===== config.mk =====
export PLATFORM = sky130hd
export DESIGN_NAME = switch_control
export DESIGN_NICKNAME = d
export VERILOG_FILES = /design/src/rtl/switch_control.sv
export SDC_FILE = /design/constraint.sdc
export NUM_CORES = 1
export LEC_CHECK = 0
export ABC_CLOCK_PERIOD_IN_PS = 3000
export CORE_MARGIN = 4
export CORE_UTILIZATION = 47
export CTS_CLUSTER_DIAMETER = 40
export DETAILED_ROUTE_END_ITERATION = 10
export GPL_ROUTABILITY_DRIVEN = 1
export GPL_TIMING_DRIVEN = 0
export HOLD_SLACK_MARGIN = 0.08
export PLACE_DENSITY = 0.8
export SYNTH_ARGS = -nofsm -noshare
export SYNTH_HDL_FRONTEND = slang
export SYNTH_SLANG_ARGS = --single-unit

===== constraint.sdc =====
create_clock -name i_clock -period 3 [get_ports i_clock]
set_input_delay 0.9 -clock i_clock [delete_from_list [all_inputs] [get_ports i_clock]]
set_output_delay 0.9 -clock i_clock [all_outputs]
set_load 0.02 [all_outputs]

===== src/rtl/switch_control.sv =====
// switch_control: central switch allocator for a Phoenix router.
// Arbitrates header requests, latches the winning header, computes the XY route,
// and grants the output if it is free. Crossbar tables are held until the input
// releases the connection.
// Build option: define SC_ROUND_ROBIN_EN for rotating priority; otherwise the
// lowest requesting index always wins.
// Ports use i_/o_ prefixes ("release" is a reserved word in SystemVerilog).
module switch_control #(
  parameter int NPORT = 5,
  parameter int WIDTH = 8,
  parameter int SELW  = 3
) (
  input  logic                   i_clock,
  input  logic                   i_reset,
  input  logic [WIDTH-1:0]       i_address,
  input  logic [NPORT-1:0]       i_h,
  input  logic [NPORT*WIDTH-1:0] i_data_in,
  input  logic [NPORT-1:0]       i_release,
  output logic [NPORT-1:0]       o_ack_h,
  output logic [NPORT-1:0]       o_in_connected,
  output logic [NPORT-1:0]       o_enable_out,
  output logic [NPORT*SELW-1:0]  o_mux_in,
  output logic [NPORT*SELW-1:0]  o_mux_out
);
  localparam int HW = WIDTH / 2;
  localparam logic [SELW-1:0] P_EAST  = SELW'(0);
  localparam logic [SELW-1:0] P_WEST  = SELW'(1);
  localparam logic [SELW-1:0] P_NORTH = SELW'(2);
  localparam logic [SELW-1:0] P_SOUTH = SELW'(3);
  localparam logic [SELW-1:0] P_LOCAL = SELW'(4);

  typedef enum logic [1:0] {S_IDLE, S_ARB, S_ROUTE, S_GRANT} state_t;

  state_t           r_state;
  logic [WIDTH-1:0] r_hdr;
  logic [SELW-1:0]  r_sel;
`ifdef SC_ROUND_ROBIN_EN
  logic [SELW-1:0]  r_ptr;
`endif

  logic [NPORT-1:0] w_elig;
  logic [NPORT-1:0] w_rel;
  logic [NPORT-1:0] w_en_clr;
  logic [SELW:0]    w_arb;
  logic             w_any;
  logic [SELW-1:0]  w_pick;
  logic [SELW-1:0]  w_dest;
  logic [HW-1:0]    w_tx, w_ty, w_lx, w_ly;

  // First set bit of e found by walking upward (with wrap) from start.
  // Returns {found, index}.
  function automatic logic [SELW:0] first_elig(input logic [NPORT-1:0] e, input int start);
    logic [SELW:0] res;
    int            idx;
    res = '0;
    for (int k = NPORT - 1; k >= 0; k--) begin
      idx = (start + k) % NPORT;
      if (e[idx]) res = {1'b1, SELW'(idx)};
    end
    return res;
  endfunction

  // A connected input's header request is ignored until it releases
  assign w_elig = i_h & ~o_in_connected;
  assign w_rel  = i_release & o_in_connected;

`ifdef SC_ROUND_ROBIN_EN
  assign w_arb = first_elig(w_elig, int'(r_ptr) + 1);
`else
  assign w_arb = first_elig(w_elig, 0);
`endif
  assign w_any  = w_arb[SELW];
  assign w_pick = w_arb[SELW-1:0];

  assign w_tx = r_hdr[WIDTH-1:HW];
  assign w_ty = r_hdr[HW-1:0];
  assign w_lx = i_address[WIDTH-1:HW];
  assign w_ly = i_address[HW-1:0];

  // XY routing: resolve X first, then Y, otherwise deliver locally
  always_comb begin
    w_dest = P_LOCAL;
    if      (w_tx > w_lx) w_dest = P_EAST;
    else if (w_tx < w_lx) w_dest = P_WEST;
    else if (w_ty > w_ly) w_dest = P_NORTH;
    else if (w_ty < w_ly) w_dest = P_SOUTH;
  end

  // Outputs freed by releasing inputs, found through their stored destination
  always_comb begin
    w_en_clr = '0;
    for (int i = 0; i < NPORT; i++)
      if (w_rel[i]) w_en_clr[o_mux_out[i*SELW +: SELW]] = 1'b1;
  end

  // Allocator FSM. Releases apply in every state; a grant in the same edge
  // is written later in the block, so it overrides a release of the same bit.
  always_ff @(posedge i_clock or negedge i_reset) begin
    if (!i_reset) begin
      r_state        <= S_IDLE;
      r_hdr          <= '0;
      r_sel          <= '0;
`ifdef SC_ROUND_ROBIN_EN
      r_ptr          <= SELW'(NPORT - 1);
`endif
      o_ack_h        <= '0;
      o_in_connected <= '0;
      o_enable_out   <= '0;
      o_mux_in       <= '0;
      o_mux_out      <= '0;
    end else begin
      o_ack_h        <= '0;
      o_in_connected <= o_in_connected & ~w_rel;
      o_enable_out   <= o_enable_out & ~w_en_clr;
      case (r_state)
        S_IDLE: if (|w_elig) r_state <= S_ARB;
        S_ARB: begin
          if (w_any) begin
            r_hdr   <= i_data_in[w_pick*WIDTH +: WIDTH];
            r_sel   <= w_pick;
`ifdef SC_ROUND_ROBIN_EN
            r_ptr   <= w_pick;
`endif
            r_state <= S_ROUTE;
          end else begin
            r_state <= S_IDLE;
          end
        end
        S_ROUTE: begin
          // Busy output: drop back; the moved pointer lets others go first
          if (!o_enable_out[w_dest]) begin
            o_enable_out[w_dest]            <= 1'b1;
            o_in_connected[r_sel]           <= 1'b1;
            o_mux_in[w_dest*SELW +: SELW]   <= r_sel;
            o_mux_out[r_sel*SELW +: SELW]   <= w_dest;
            o_ack_h                         <= NPORT'(1) << r_sel;
            r_state                         <= S_GRANT;
          end else begin
            r_state <= S_IDLE;
          end
        end
        S_GRANT: r_state <= S_IDLE;
        default: r_state <= S_IDLE;
      endcase
    end
  end

endmodule


==> impl_metrics.csv, run 1 <==
group,metric,value,unit
final_layout,fin_nets,532,
detailed_routing,totalWireLength,10.3,mm
clock_tree,numCtsBuffers,9,
setup_path,cp_cell_sequence,"clkdlybuf4s15_1 > inv_2 > ha_4 > nor2b_4 > o211ai_1 > nand2_1 > o21ai_4 > clkinv_4 > ha_4 > xnor2_4 > or3_4 > mux2_4",
pwr,powerDensity,836,nW/um2
clock_tree,root_buffer,"clkbuf_8",
sta,layout_setup_ws,-31.9,ps
sta,hold_viol_final,0,
final_layout,drive_gt1_share,27.3,%
detailed_routing,final_antenna_net_count,0,
detailed_routing,dr.pass1.iters,5,
detailed_routing,vias,3235,
pwr,total_power,4380,uW
detailed_routing,drc,0,
synthesis,synth_nets,390,
global_routing,antenna_found_initial,0,
global_routing,grt_pass1_wl,15.8,mm
floorplan,dieArea,8510,um2
synthesis,yosys_warnings,0,
setup_path,slowest_delay,430,ps
detailed_routing,first_iter_violations,182,
synthesis,synth_edf_count,0,
setup_path,crit_type,"input pin to flop",
place,port_buffers,104,
synthesis,synthArstFlopShare,100,%
setup_path,end_kind,"flop",
synthesis,synth_cell_type_count,53,
synthesis,syn_area,3330,um2
floorplan,ioPinCount,105,
synthesis,ys_ff_latch,58,
synthesis,synth_top_area_share,43.5,%
place,place.detailed.hpwl,7.18,mm
pwr,max-vdd-ir-drop,425,uV
sta,final.min_clock_period,3030,ps
synthesis,synth_area_leaders,"dfrtp_1, mux2_2, ha_1",
global_routing,grtUsageTotal,23.6,%
setup_path,cp_common_cell,"ha_4",
setup_path,worstSetupStartpointType,"input pin",
setup_path,slowest_stage,"or3_4",
place,routabilityCongestion,0.906,
status,failed_checks,"negative setup slack",
setup_path,worst-r2r-cell-count,7,
clock_tree,cts-htree-levels,3,
detailed_routing,avgViaCountPerCell,5.81,
clock_tree,path_clk_slew,70,ps
pwr,p_leak,0.00222,uW
status,outcome,"finished, violations left",
hold_path,hp-class,"flop to flop",
clock_tree,cts_sinks,58,
detailed_routing,wl_per_cell,18.5,um
synthesis,syn_area_per_cell,10.6,um2
sta,max_freq,330,MHz
global_routing,overflow,0,
place,post-place-ws,-976,ps
global_routing,grt_max_degree,36,
setup_path,path_max_fanout,3,
final_layout,final_cell_mix,"clkdlybuf4s50_1, dfrtp_1, nand2_1",
clock_tree,holdBufCountCts,0,
final_layout,layout_commonest_cell,"clkdlybuf4s50_1",
sta,finalSetupTns,-43.1,ps
clock_tree,clk_path_buf_depth,2,
global_routing,grt_pass1_vias,3215,
synthesis,yosysSeqAreaShare,43.5,%
clock_tree,clkLatencyLatePin,340,ps
clock_tree,tritoncts,"yes",
sta,relSlewSlack,49.0,%
synthesis,yosysTopAreaCell,"dfrtp_1",
synthesis,postSynthCellCount,314,
setup_path,cp.arrival,3260,ps
floorplan,initial_utilization,48.8,%
synthesis,synth_top_flop_cell,"dfrtp_1",
floorplan,die_w,92.2,um
floorplan,die_y,92.2,um
sta,setup_viol,3,
sta,post-route-period-util,101,%
floorplan,num_rows,30,
final_layout,area_growth,57.1,%
sta,fin_skew,10.7,ps
flow_run,maxCapViolCount,0,
setup_path,cp.required,3230,ps
sta,tightestPinTransition,762,ps
sta,drv_slew,0,
sta,rsz0062_at_grt,"true",
floorplan,core-area,6830,um2
hold_path,whs_path_depth,2,
final_layout,num_antenna_cells,0,
area by class of cell:
| type | count | area, um2 |
|---|---|---|
| clock inverter | 6 | 88.8 |
| inverter | 25 | 111 |
| timing repair buffer | 131 | 1240 |
| multi-input combinational | 222 | 2040 |
| buffer | 9 | 47.5 |
| tap | 96 | 120 |
| sequential | 58 | 1450 |
| clock buffer | 10 | 138 |
| fill | 451 | 1590 |
critical path: cells and delay by family:
family	cells	cell delay [ps]
AO/OA/AOI/OAI	2	420
buffers and inverters	3	350
AND/OR/NAND/NOR	3	750
adder cells (fa/ha/maj)	2	380
XOR/XNOR	1	140
multiplexers	1	310
power breakdown:
group | switching, uW | internal (uW) | total, uW | leakage, uW
Combinational | 1210 | 1080 | 2290 | 0.00135
Sequential | 254 | 998 | 1250 | 0.000759
Clock | 342 | 492 | 834 | 0.000109
Total | 1810 | 2570 | 4380 | 0.00222
metal layers:
layer | global-route usage, % | part of all wire [%] | vias up
met5 | 0 | 0 | -
li1 | - | - | 1440
met1 | 29.5 | 39 | 1571
met4 | 9.28 | 2.9 | 0
met3 | 5.58 | 8.2 | 37
met2 | 39.5 | 50 | 187
timing repair:
item | CTS | global route
buffers inserted | 20 | 5
pin swaps | 24 | 16
setup endpoints to repair | 40 | 20
gates resized for setup | 49 | 14
cloned | 0 | 1
path summary, 6_finish.rpt:
check                                 to          from  slack [ps]
max                          o_mux_in[7]  i_address[5]         -30
min                             r_hdr[0]      r_hdr[0]         480
max reg2reg                 o_mux_out[1]      r_sel[0]          70
min reg2reg                     r_hdr[0]      r_hdr[0]         480
max in group asynchronous     r_state[0]       i_reset        1870
min in group asynchronous  o_mux_out[12]       i_reset         550
cell usage after synthesis (all sizes together), types with 6 or more instances:
cell type  count
nand4          9
nor2          16
nand2         34
mux2i         13
mux2          21
a21oi          6
mux4           8
nor2b          8
o31ai          6
o21ai         16
o41ai          8
clkbuf         6
nor3           7
inv           24
ha            16
dfrtp         58
nand2b         7
registers in the layout, summed over array words and instances, names as in the netlist:
signal and count:
r_state 2, o_in_connected 5, o_mux_out 15, o_enable_out 5, r_hdr 8, o_mux_in 15, r_sel 3, o_ack_h 5
through the flow:
step / utilization, % / instance area, um2 / hold WS (ps) / std cells
2_1_floorplan: - / 3440 / 450 / 314
4_1_cts: 75.4 / 5150 / 485 / 551
5_1_grt: 76.7 / 5240 / 512 / 557
3_3_place_gp: 67.4 / 4600 / 466 / 514
3_5_place_dp: 67.6 / 4620 / 471 / 515
6_report: 76.7 / 5240 / 479 / 557
cell families after synthesis:
kind of cell	share of synthesized area, %
mux	16.5
simple gates	18.1
buf+inv	4.13
fa+ha+maj	6.00
compound gates	11.5
xor+xnor	0.263
flops	43.5
Note: power is estimated with default switching activity, not from simulation.
==> inputs of run 2 (changes only) <==
--- a/config.mk
+++ b/config.mk
@@ -7,13 +7,15 @@
 export LEC_CHECK = 0
 export ABC_CLOCK_PERIOD_IN_PS = 3000
 export CORE_MARGIN = 4
-export CORE_UTILIZATION = 47
+export CORE_UTILIZATION = 55
+export CTS_BUF_LIST = sky130_fd_sc_hd__clkbuf_16
 export CTS_CLUSTER_DIAMETER = 40
 export DETAILED_ROUTE_END_ITERATION = 10
+export DONT_BUFFER_PORTS = 1
 export GPL_ROUTABILITY_DRIVEN = 1
 export GPL_TIMING_DRIVEN = 0
 export HOLD_SLACK_MARGIN = 0.08
-export PLACE_DENSITY = 0.8
+export PLACE_DENSITY = 0.69
 export SYNTH_ARGS = -nofsm -noshare
 export SYNTH_HDL_FRONTEND = slang
 export SYNTH_SLANG_ARGS = --single-unit
==> run 2 against run 1 <==
Net effect:
- the run now ends clean
- core utilization fell by 9.6 points
- sequential share of layout area increased by 9.1 points
- setup slack improved by 79 ps
- clock power is 20% higher
- register-to-register slack improved by 30 ps
- combinational power fell by 34%
- non-clock buffer count decreased by 124
- power is 10% lower
- first-iteration DRC count shrank 16%
- wire length decreased by 14%
- critical endpoint is now o_mux_in[0]
- largest cell class unchanged
- highest routed layer unchanged
==> impl_metrics.csv, run 2 (synthesis results as in run 1) <==
group,metric,value,unit
sta,final.min_clock_period,2950,ps
setup_path,slowest_stage,"or4_4",
sta,tightestPinTransition,771,ps
setup_path,r2r-end,"o_mux_out[1]",
clock_tree,cts_sinks,58,
place,port_buffers,0,
setup_path,cp.required,3220,ps
sta,setup_viol,0,
setup_path,crit_start,"i_address[5]",
detailed_routing,first_iter_violations,152,
clock_tree,clkLatencyLatePin,330,ps
setup_path,slowest_delay,560,ps
pwr,total_power,3940,uW
floorplan,dieArea,7370,um2
clock_tree,holdBufCountCts,0,
flow_run,maxCapViolCount,0,
final_layout,final_cell_mix,"dfrtp_1, nand2_1, inv_1",
setup_path,crit_family,"simple AND/OR/NAND/NOR gates",
global_routing,grt_pass1_vias,2685,
pwr,max-vdd-ir-drop,612,uV
sta,hold_viol_final,0,
final_layout,largestRegisters,"o_mux_in x15, o_mux_out x15, r_hdr x8",
clock_tree,clk_path_buf_depth,2,
sta,finalSetupTns,0,ps
floorplan,die_w,85.9,um
clock_tree,numCtsBuffers,9,
pwr,p_leak,0.00171,uW
global_routing,overflow,0,
floorplan,die_y,85.9,um
detailed_routing,wl_per_cell,21.5,um
clock_tree,tritoncts,"yes",
floorplan,initial_utilization,56.7,%
clock_tree,root_buffer,"clkbuf_16",
final_layout,final.fill_count,437,
setup_path,r2r_start,"r_sel[0]",
setup_path,crit_type,"input pin to flop",
floorplan,ioPinCount,105,
global_routing,grt_max_degree,59,
place,place.detailed.hpwl,6.38,mm
final_layout,multi_input_area,1900,um2
pwr,powerDensity,997,nW/um2
final_layout,regArea,1450,um2
global_routing,grtUsageTotal,24.4,%
setup_path,path_max_fanout,8,
global_routing,grt_pass1_wl,13.7,mm
final_layout,drive_gt1_share,24.6,%
sta,fin_skew,5.92,ps
setup_path,cp.arrival,3170,ps
setup_path,worst-r2r-cell-count,7,
setup_path,end_kind,"flop",
setup_path,worst-path-buf-inv,3,
sta,relSlewSlack,48.4,%
detailed_routing,drc,0,
hold_path,hp-class,"input pin to asynchronous set/reset pin",
detailed_routing,avgViaCountPerCell,6.40,
final_layout,layout_commonest_cell,"dfrtp_1",
status,outcome,"completed",
sta,drv_slew,0,
detailed_routing,dr.pass1.iters,4,
setup_path,cp_cell_sequence,"inv_1 > ha_4 > nor2b_4 > o211ai_1 > nand2_1 > o21ai_4 > buf_12 > inv_6 > ha_4 > nand2_1 > or4_4 > mux2_2",
final_layout,fin_nets,408,
detailed_routing,final_antenna_net_count,0,
detailed_routing,vias,2636,
final_layout,num_antenna_cells,0,
global_routing,antenna_found_initial,0,
sta,max_freq,339,MHz
setup_path,worstSetupStartpointType,"input pin",
clock_tree,cts-htree-levels,3,
sta,post-route-period-util,98.4,%
place,routabilityCongestion,0.878,
setup_path,ff2ff_setup_slack,100,ps
detailed_routing,totalWireLength,8.86,mm
final_layout,area_growth,18.4,%
clock_tree,path_clk_slew,50,ps
floorplan,core-area,5890,um2
floorplan,num_rows,28,
[run 2: report_power, final]
group	leakage [uW]	internal, uW	switching (uW)	total (uW)
sequential	0.000759	998	420	1420
combinational	0.000811	671	845	1520
clock	0.000140	631	369	1000
[run 2: layer usage]
layer | share of wire (%) | track usage, % | vias up
li1 | - | - | 1190
met1 | 39 | 30.5 | 1287
met2 | 50 | 39.0 | 137
met3 | 9.2 | 7.11 | 22
met4 | 2.5 | 11.4 | 0
met5 | 0 | 0 | -
[run 2: what timing repair did]
item,in CTS,in global routing
pin swaps,0,7
setup endpoints to repair,5,13
gates resized for setup,2,13
setup buffers,0,7
[run 2: how the worst max path moves through the flow]
| stage | endpoint | slack, ps | cells after the start |
|---|---|---|---|
| 2_1_floorplan | o_mux_in[7] | -60 | 11 |
| 3_3_place_gp | o_mux_in[7] | -370 | 11 |
| 3_5_place_dp | o_mux_in[1] | -350 | 10 |
| 4_1_cts | o_mux_in[7] | -10 | 11 |
| 5_1_grt | o_mux_in[2] | -40 | 11 |
| 6_report | o_mux_in[0] | 50 | 12 |
[run 2: final cells by class]
cell class,instances,area share [%]
Sequential cell,58,36.8
Multi-Input combinational cell,222,48.0
Inverter,25,2.82
Tap cell,75,2.38
Timing Repair Buffer,7,1.65
Clock buffer,9,5.71
Buffer,9,1.14
Clock inverter,7,1.52
[run 2: per-stage QoR]
step | std cells | cell area [um2] | utilization (%) | hold slack, ps | worst slack [ps]
final | 412 | 3950 | 67.1 | 259 | 46.9
after global routing | 412 | 3950 | 67.1 | 256 | -42.3
after CTS | 405 | 3830 | 65.0 | 254 | -10.2
after detailed placement | 389 | 3530 | 60.1 | 486 | -351
after global placement | 389 | 3530 | 60.1 | 466 | -371
after floorplan | 314 | 3440 | - | 450 | -61.7
==> inputs of run 3 (changes only) <==
--- a/config.mk
+++ b/config.mk
@@ -5,6 +5,7 @@
 export SDC_FILE = /design/constraint.sdc
 export NUM_CORES = 1
 export LEC_CHECK = 0
+export ABC_AREA = 1
 export ABC_CLOCK_PERIOD_IN_PS = 3000
 export CORE_MARGIN = 4
 export CORE_UTILIZATION = 55
@@ -16,6 +17,7 @@
 export GPL_TIMING_DRIVEN = 0
 export HOLD_SLACK_MARGIN = 0.08
 export PLACE_DENSITY = 0.69
+export RECOVER_POWER = 100
 export SYNTH_ARGS = -nofsm -noshare
 export SYNTH_HDL_FRONTEND = slang
 export SYNTH_SLANG_ARGS = --single-unit
==> run 3 against run 2 <==
Net effect:
- via count increased by 24%
- highest routed layer unchanged
- synthesized area rose by 11%
- first-iteration DRC count increased by 0.66%
==> impl_metrics.csv, run 3 <==
group,metric,value,unit
setup_path,crit_end,"o_mux_in[12]",
synthesis,synth_top_area_share,39.3,%
final_layout,multi_input_area,1870,um2
sta,relSlewSlack,26.5,%
detailed_routing,vias,3275,
clock_tree,path_clk_slew,50,ps
floorplan,num_rows,29,
place,post-place-ws,-199,ps
setup_path,r2r_start,"r_hdr[7]",
setup_path,path_max_fanout,6,
status,outcome,"completed",
synthesis,yosysTopAreaCell,"dfrtp_1",
final_layout,design_area,4030,um2
synthesis,synth_common_cells,"nand2_1, inv_1, nand3_1",
synthesis,postSynthCellCount,500,
global_routing,grtUsageTotal,24.0,%
clock_tree,root_buffer,"clkbuf_16",
detailed_routing,first_iter_violations,153,
global_routing,grt_pass1_vias,3141,
clock_tree,clkLatencyLatePin,320,ps
global_routing,overflow,0,
final_layout,drive_gt1_share,7.36,%
clock_tree,post_cts_buffers,0,
pwr,power.switching,1580,uW
global_routing,grt_max_degree,59,
flow_run,maxCapViolCount,0,
final_layout,area_growth,9.12,%
synthesis,ys_ff_latch,58,
sta,setup_viol,0,
pwr,intPower,2000,uW
synthesis,synth_area_leaders,"dfrtp_1, nand2_1, nand3_1",
sta,rsz0062_at_grt,"false",
final_layout,largestRegisters,"o_mux_in x15, o_mux_out x15, r_hdr x8",
setup_path,worstSetupStartpointType,"input pin",
sta,fin_skew,3.25,ps
final_layout,fin_nets,587,
sta,post-route-period-util,92.2,%
place,routabilityCongestion,0.886,
final_layout,layout_commonest_cell,"nand2_1",
setup_path,ff2ff_setup_slack,440,ps
sta,hold_viol_final,0,
detailed_routing,totalWireLength,9.32,mm
synthesis,syn_area,3690,um2
pwr,p_sw_share,44.1,%
clock_tree,cts-htree-levels,3,
synthesis,yosysSeqAreaShare,39.3,%
final_layout,num_antenna_cells,0,
setup_path,r2r-end,"o_mux_in[12]",
pwr,pwr-share-clk,26.6,%
pwr,powerDensity,890,nW/um2
sta,max_freq,362,MHz
pwr,power_frac_comb,39.7,%
sta,layout_setup_ws,235,ps
place,place.detailed.hpwl,7.19,mm
final_layout,final_cell_mix,"nand2_1, inv_1, nand3_1",
setup_path,end_kind,"flop",
setup_path,crit_start,"i_address[7]",
synthesis,syn_area_per_cell,7.38,um2
detailed_routing,avgViaCountPerCell,5.52,
final_layout,regArea,1450,um2
detailed_routing,wl_per_cell,15.7,um
pwr,total_power,3580,uW
global_routing,grt_pass1_wl,15.6,mm
global_routing,antenna_found_initial,0,
floorplan,dieArea,8080,um2
floorplan,initial_utilization,57.4,%
clock_tree,clk_path_buf_depth,2,
floorplan,die_y,89.9,um
clock_tree,cts_sinks,58,
setup_path,worst-r2r-cell-count,14,
setup_path,cp.required,3210,ps
setup_path,cp.arrival,2980,ps
setup_path,crit_type,"input pin to flop",
synthesis,synth_edf_count,0,
synthesis,yosys_warnings,0,
clock_tree,numCtsBuffers,9,
clock_tree,holdBufCountCts,0,
synthesis,synth_top_flop_cell,"dfrtp_1",
clock_tree,tritoncts,"yes",
final_layout,final.fill_count,598,
synthesis,synth_cell_type_count,31,
synthesis,synth.most_common_cell,"nand2_1",
sta,final.min_clock_period,2760,ps
floorplan,ioPinCount,105,
clock_tree,ctsResizeCount,0,
place,placed_area,3780,um2
sta,tightestPinTransition,1090,ps
sta,finalSetupTns,0,ps
floorplan,die_w,89.9,um
pwr,p_leak,0.00218,uW
detailed_routing,final_antenna_net_count,0,
synthesis,synth_nets,576,
pwr,power_frac_seq,33.8,%
synthesis,synthArstFlopShare,100,%
place,port_buffers,0,
detailed_routing,dr.pass1.iters,4,
hold_path,hp-class,"input pin to asynchronous set/reset pin",
pwr,max-vdd-ir-drop,508,uV
detailed_routing,drc,0,
floorplan,core-area,6420,um2
sta,drv_slew,0,
==> run 3: cell count changes after synthesis, sizes merged, moves of 8 or more <==
cell   previous run  this run
mux2i            13         0
o41ai             8         0
nor2b             8         0
nor2             16        52
nand3             5        66
a21oi             6        19
mux2             21         0
inv              24        70
mux4              8         0
nand2            34       151
==> run 3: per-layer routing <==
| layer | global-route usage (%) | routed length, um | vias up |
|---|---|---|---|
| met4 | 10.2 | 179 | 0 |
| met2 | 36.2 | 4320 | 112 |
| met5 | 0 | 0 | - |
| met3 | 7.85 | 672 | 17 |
| met1 | 31.7 | 4150 | 1504 |
| li1 | - | - | 1642 |
==> run 3: worst min path at each step <==
stage                        endpoint  slack [ps]  depth (start not counted)
floorplan                  r_state[0]         460                          1
global placement           r_state[0]         480                          1
detailed placement         r_state[0]         490                          1
CTS                 o_in_connected[2]         260                          0
global route        o_in_connected[3]         260                          0
finish                     o_ack_h[2]         270                          0
==> run 3: layout make-up <==
type,count,area share [%]
inverter,71,6.62
clock buffer,9,5.60
clock inverter,7,1.34
sequential,58,36.1
buffer,11,1.43
multi-input combinational,360,46.6
tap,77,2.39
==> run 3: power groups by stage <==
stage | Sequential (uW) | Combinational, uW | Clock [uW]
after global placement | 1220 | 1400 | 0
after global routing | 1230 | 1620 | 1000
after floorplan | 1180 | 1140 | 0
after detailed placement | 1220 | 1430 | 0
final | 1210 | 1420 | 952
after CTS | 1210 | 1450 | 966
==> run 3: kinds of logic after synthesis <==
family | after synthesis | share of synthesized area (%)
AO/OA/AOI/OAI | 55 | 8.92
adder cells (fa/ha/maj) | 16 | 5.43
buffers and inverters | 82 | 9.50
flip-flops | 58 | 39.3
AND/OR/NAND/NOR | 289 | 36.8
==> run 3: metrics by stage <==
step,instances,utilization (%),hold slack [ps]
finish,593,62.7,269
global route,593,62.7,256
CTS,593,63.3,261
detailed placement,577,58.9,492
global placement,577,58.9,475
floorplan,500,-,458
==> run 3: worst max-delay path: stages <==
cell,delay [ps]
inv_1,20
ha_1,310
nand2_2,110
nor2_8,160
inv_2,70
a21oi_2,190
nand2_1,170
inv_2,160
ha_1,290
inv_1,130
nand2_1,100
nor2_4,180
nand2_4,70
nand2_1,50
nand2_1,50
